**src/rtl/if_fetch_stage.sv**
```systemverilog
// Instruction-fetch stage: program counter, instruction-memory address and
// IF/ID pipeline register. It handles the hazard freeze and the execute-stage
// branch redirect/flush.
// Optional performance counters are enabled by defining IF_FETCH_PERF_CNT_EN.
module if_fetch_stage #(
  parameter int unsigned         INST_LEN = 32,
  parameter logic [INST_LEN-1:0] RESET_PC = '0,
  parameter int unsigned         PC_STEP  = 4,
  parameter logic [INST_LEN-1:0] NOP_WORD = 32'hE000_0000
) (
  input  logic                clk,
  input  logic                rst_n,
  input  logic                freeze,
  input  logic                branch_taken,
  input  logic [INST_LEN-1:0] branch_address,
  output logic [INST_LEN-1:0] imem_address,
  input  logic [INST_LEN-1:0] imem_instruction,
  output logic [INST_LEN-1:0] if_pc,
  output logic [INST_LEN-1:0] if_instruction,
`ifdef IF_FETCH_PERF_CNT_EN
  output logic [31:0]         fetch_count,
  output logic [31:0]         stall_count,
  output logic [31:0]         flush_count,
`endif
  output logic                if_valid
);

  localparam logic [INST_LEN-1:0] PcStep = INST_LEN'(PC_STEP);

  logic [INST_LEN-1:0] pc_q, pc_d;
  logic [INST_LEN-1:0] pc_plus_step;
  logic [INST_LEN-1:0] if_pc_q, if_pc_d;
  logic [INST_LEN-1:0] if_instr_q, if_instr_d;
  logic                if_valid_q, if_valid_d;
  logic                load_fetch;

  // Sequential PC increment; wraps silently at the top of the address space.
  assign pc_plus_step = pc_q + PcStep;
  assign load_fetch   = !branch_taken && !freeze;

  // Next PC and IF/ID contents: branch beats freeze, freeze beats fetch.
  always_comb begin
    pc_d       = pc_q;
    if_pc_d    = if_pc_q;
    if_instr_d = if_instr_q;
    if_valid_d = if_valid_q;
    if (branch_taken) begin
      // Targets are always word-aligned; low address bits are dropped.
      pc_d       = {branch_address[INST_LEN-1:2], 2'b00};
      if_pc_d    = '0;
      if_instr_d = NOP_WORD;
      if_valid_d = 1'b0;
    end else if (!freeze) begin
      pc_d       = pc_plus_step;
      if_pc_d    = pc_plus_step;
      if_instr_d = imem_instruction;
      if_valid_d = 1'b1;
    end
  end

  // PC and IF/ID state registers.
  always_ff @(posedge clk or negedge rst_n) begin
    if (!rst_n) begin
      pc_q       <= RESET_PC;
      if_pc_q    <= '0;
      if_instr_q <= NOP_WORD;
      if_valid_q <= 1'b0;
    end else begin
      pc_q       <= pc_d;
      if_pc_q    <= if_pc_d;
      if_instr_q <= if_instr_d;
      if_valid_q <= if_valid_d;
    end
  end

  assign imem_address   = pc_q;
  assign if_pc          = if_pc_q;
  assign if_instruction = if_instr_q;
  assign if_valid       = if_valid_q;

`ifdef IF_FETCH_PERF_CNT_EN
  logic [31:0] fetch_cnt_q, fetch_cnt_d;
  logic [31:0] stall_cnt_q, stall_cnt_d;
  logic [31:0] flush_cnt_q, flush_cnt_d;

  // Event counters; each wraps naturally at 2^32.
  always_comb begin
    fetch_cnt_d = fetch_cnt_q;
    stall_cnt_d = stall_cnt_q;
    flush_cnt_d = flush_cnt_q;
    if (load_fetch)              fetch_cnt_d = fetch_cnt_q + 32'd1;
    if (freeze && !branch_taken) stall_cnt_d = stall_cnt_q + 32'd1;
    if (branch_taken)            flush_cnt_d = flush_cnt_q + 32'd1;
  end

  // Counter registers.
  always_ff @(posedge clk or negedge rst_n) begin
    if (!rst_n) begin
      fetch_cnt_q <= '0;
      stall_cnt_q <= '0;
      flush_cnt_q <= '0;
    end else begin
      fetch_cnt_q <= fetch_cnt_d;
      stall_cnt_q <= stall_cnt_d;
      flush_cnt_q <= flush_cnt_d;
    end
  end

  assign fetch_count = fetch_cnt_q;
  assign stall_count = stall_cnt_q;
  assign flush_count = flush_cnt_q;
`else
  // Only the counters consume this.
  logic unused_load_fetch;
  assign unused_load_fetch = load_fetch;
`endif

endmodule

```
**config.mk**
```make
export PLATFORM = sky130hd
export DESIGN_NAME = if_fetch_stage
export DESIGN_NICKNAME = d
export VERILOG_FILES = /design/src/rtl/if_fetch_stage.sv
export SDC_FILE = /design/constraint.sdc
export NUM_CORES = 1
export LEC_CHECK = 0
export ABC_AREA = 1
export CAP_MARGIN = 20
export CORE_UTILIZATION = 48
export DETAILED_ROUTE_END_ITERATION = 8
export PLACE_DENSITY = 0.95
export SYNTH_ARGS = -nofsm -noshare
export SYNTH_HDL_FRONTEND = slang
export SYNTH_SLANG_ARGS = --single-unit
```
**constraint.sdc**
```tcl
create_clock -name clk -period 3.6 [get_ports clk]
set_input_delay 1.08 -clock clk [delete_from_list [all_inputs] [get_ports clk]]
set_output_delay 1.08 -clock clk [all_outputs]
set_load 0.01 [all_outputs]
```
## Word level (Yosys, flattened, before mapping)

Cells that the tools add are included.

| word-level totals | value |
|---|---|
| bits of input ports | 68 |
| flip-flop bits (word level) | 97 |
| word-level logic and storage cells | 13 |
| output and inout port bits | 97 |

| cells by class | value |
|---|---|
| equal/unequal tests | 1 |
| add/sub/neg operators | 1 |
| multiplexer cells | 7 |

Operators by type and width:

| cell | number |
|---|---|
| two-way mux 32 bit | 5 |
| adder 32 x 3 -> 32 bit, second input constant | 1 |
| two-way mux 1 bit | 2 |
| != test 2 x 1 -> 1 bit, second input constant | 1 |

## Longest topological paths before layout

| depth | value |
|---|---|
| word-level depth | 3 |
| mapped depth | 9 |
| gate-level depth less buffers | 9 |

## Worst setup path after synthesis

Ideal clock, no wire load.

| timing path | value |
|---|---|
| path type | input port to flip-flop |
| start point | input port branch_taken |
| end point | register pc_q[14] (netlist: imem_address[14]) |
| slack | 1.651 ns |
| setup time | 0.069 ns |
| cell stages on the path | 5 |
| required time | 3.531 ns |
| arrival | 1.880 ns |
| cell sequence | buf_2 > nor2_4 > clkbuf_1 > nand3_1 > nand3_1 |

| on the way | value |
|---|---|
| cells in the longest elaborated chain, start to end | 1 |
| elaborated cells on any way between the ends | 2 |

RTL lines:

| what | line | RTL |
|---|---|---|
| start: declaration | 14 | `input logic branch_taken,` |
| != test 2 x 1 -> 1 bit (no source line) or two-way mux 32 bit (tied branches) | -- |  |
| end signal: assignment | 69 | `pc_q <= pc_d;` |
| end: declaration | 30 | `logic [INST_LEN-1:0] pc_q, pc_d;` |

Several ways; a longest one is shown, not always the timed one.
A chain may end at the register's enable or synchronous reset.

## Final worst setup path

| timing path | value |
|---|---|
| start point | register pc_q[7] (netlist: imem_address[7]) |
| end point | output port imem_address[7] |

RTL lines:

| what | line | RTL |
|---|---|---|
| end: declaration | 16 | `output logic [INST_LEN-1:0] imem_address,` |

No word-level cell between the ends.

==> impl_metrics.yaml <==
cells_and_area:
  n_antenna_cell: 0
  area_delta_synth_final_pct: 42.67
  drive_gt1_frac: 0.07381
  fin_nets: 755
  final_util: 0.7136
worst_setup_path:
  r2r-start: "imem_address[3]"
  cp.arrival_ns: 1.46
  required_ns: 2.52
  end_kind: "output pin"
  path_delay_family: "buffers and inverters"
  crit_chain: "clkdlybuf4s50_1"
  rr_endpoint: "if_pc[16]"
  r2r_setup_slack_ns: 1.93
  critPathKind: "reg2out"
  slowest_delay_ns: 0.59
  cpMaxStageDelayCell: "clkdlybuf4s50_1"
  worstRegToRegCells: 8
  crit_buf_inv: 1
  path_max_fanout: 8
  cp-start-kind: "flop"
floorplanning:
  die_width_um: 97.79
  fp.dieArea_mm2: 0.009563
  start_util: 0.5001
  dieHeight_um: 97.79
  coreArea_mm2: 0.008806
  rows: 34
  io_pins: 165
logic_synthesis:
  ys_ff_latch: 94
  muxShareOfSynthArea: 0
  synth_top_family_by_area: "simple AND/OR/NAND/NOR gates"
  yosysUniqueCellTypes: 28
  syn_inst: 526
  syn_area_mm2: 0.004404
  yosysMostFrequentCell: "nand2_1"
  yosysWarnings: 0
  yosysTopAreaCellShare: 0.5170
  synth_edf_count: 0
  synthXorXnorAreaFrac: 0.001989
  yosysTopAreaCell: "dfrtp_1"
  synthSimpleGateAreaFrac: 0.2878
  synth_fa_ha_area_frac: 0.002841
  ys.flop_type: "dfrtp_1"
  ys_seq_area_frac: 0.5349
  synthTopCellsByCount: "nand2_1 (191), dfrtp_1 (91), nand3_1 (48), inv_1 (45), nor2_1 (32)"
  syn-mean-instance-area_um2: 8.373
  ys_top_cells_by_area: "dfrtp_1 (52%), nand2_1 (16%), a22o_1 (6.0%)"
  synth-compound-area-share: 0.1080
  synthArstFlopShare: 1.000
flow_run:
  cap_violations: 0
sta:
  fin_skew_ns: 0.01778
  rsz0062_at_grt: "false"
  finalSetupViolations: 0
  worst_pin_slew_ns: 0.9408
  max_freq_mhz: 394.3
  setup_tns_ns: 0
  setup_ws_ns: 1.064
  period_minus_slack_ns: 2.536
  whs_ns: 0.4858
  finalHoldViolCount: 0
  relSlewSlack: 0.3728
  maxSlewViolCount: 0
  post-route-period-util: 0.7045
pwr:
  power_leakage_nw: 2.954
  peakVddDrop_mv: 0.2673
  powerDensity_mw_per_mm2: 371.6
global_route:
  grt_pass1_wl_um: 20510
  grt_max_degree: 77
  track_usage: 0.2725
  grt_pass1_vias: 4289
  grt_overflow: 0
  antenna_found_initial: 0
clock_network:
  post_cts_buffers: 0
  cts_max_path_buffers: 2
  clock_latency_ns: 0.36
  htreeDepth: 3
  clkTransAtPathRegs_ns: 0.09
  cts-resized-gates: 0
  hold_buffers: 0
  cts_made_buffers: 9
  cts_root_buf: "clkbuf_8"
  cts_tree: "built"
  clock_sinks: 94
hold_path:
  holdPathStages: 2
  holdCritStartpoint: "if_pc[3]"
  hold_class: "reg2reg"
  holdPathEnd: "if_pc[3]"
routing:
  first_pass_iters: 7
  top_layer_used: "met4"
  dr.first_iter.drc_count: 237
  vias_per_cell: 5.283
  drc_errors: 17
  met2_length_um: 6114
  detail-route-antenna-nets: 0
  vias: 4221
  met1Wirelength_um: 4996
  drt_wl_total_um: 12390
  met3_length_um: 1039
  wl_per_cell_um: 15.51
outcome:
  violations: "DRC"
  status: "complete, but fails checks"
placement:
  post-place-ws_ns: 0.9188
  dp_hpwl_um: 9227
  routabilityCongestion: 0.9516
  portBuffers: 160
-- state kept, by name, summed over array words and instances, names as in the netlist --
name	cells
if_instruction	32
imem_address	30
if_valid	1
if_pc	31
-- layout by cell type (no fill, tap or decap) --
cell             Yosys  routed
o21bai_1             6       6
xor2_1               1       1
clkdlybuf4s50_1      0     159
dfstp_2              3       3
inv_6                0       2
ha_1                 1       1
inv_1               45      45
nand4_1              1       1
nand2_1            191     191
or2_2                1       1
nand2_2              5       5
and2_1               2       2
clkinv_2             0       1
clkbuf_1             5       1
clkbuf_8             0       9
a21oi_1              4       4
o211ai_1             2       2
nor2_1              32      32
nor2_2               7       6
conb_1               1       2
o21ai_0             20      20
nor2_4               7       8
a22o_1              30      30
inv_2                2       2
dfrtp_1             91      91
nand2_4              1       1
clkinvlp_4           0       3
a31oi_1              1       1
o22a_1               3       3
nand3_1             48      48
buf_4                3      10
-- how the worst max path moves through the flow --
stage | end | start | slack [ns] | depth (start not counted)
2_1_floorplan | imem_address[14] | branch_taken | 1.65 | 5
3_3_place_gp | imem_address[11] | branch_taken | 0.97 | 7
3_5_place_dp | imem_address[30] | branch_taken | 0.92 | 7
4_1_cts | imem_address[7] | imem_address[7] | 1.06 | 1
5_1_grt | imem_address[15] | imem_address[15] | 1.0 | 1
6_report | imem_address[7] | imem_address[7] | 1.06 | 1
-- metal layers --
layer / up-vias / global-route usage
met5: - / 0
met1: 2021 / 0.3321
li1: 2004 / -
met3: 22 / 0.08733
met2: 174 / 0.4550
met4: 0 / 0.1002
-- through the flow --
step                power, mW  cells  cell area, µm²
floorplan               1.415    527            4408
global placement        1.709    783            6111
detailed placement      1.729    783            6111
CTS                     2.349    799            6284
global route            2.448    799            6284
finish                  2.335    799            6284
-- power breakdown --
group | internal, mW | switching, mW | leakage (nW)
combinational | 0.265 | 0.229 | 1.66
sequential | 1.14 | 0.0818 | 1.21
clock | 0.255 | 0.369 | 0.0793
total | 1.65 | 0.680 | 2.95
-- cell families after synthesis --
kind of cell / count (synthesis)
AOI/OAI and AO/OA: 66
xor gates and xnor gates: 1
adders and majority gates: 1
buffers and inverters: 68
DFF: 94
other: 1
and+or+nand+nor: 295
-- cell type report --
type                    instances  area (µm²)
fillers                       636        2522
flip-flops and latches         94        2356
repair buffers                169        1667
well taps                     108       135.1
multi-input cells             365        1777
inverters                      47       176.4
clock buffers                  10       127.6
clock inverters                 6       45.04
Power figures use the tool's default switching activity.
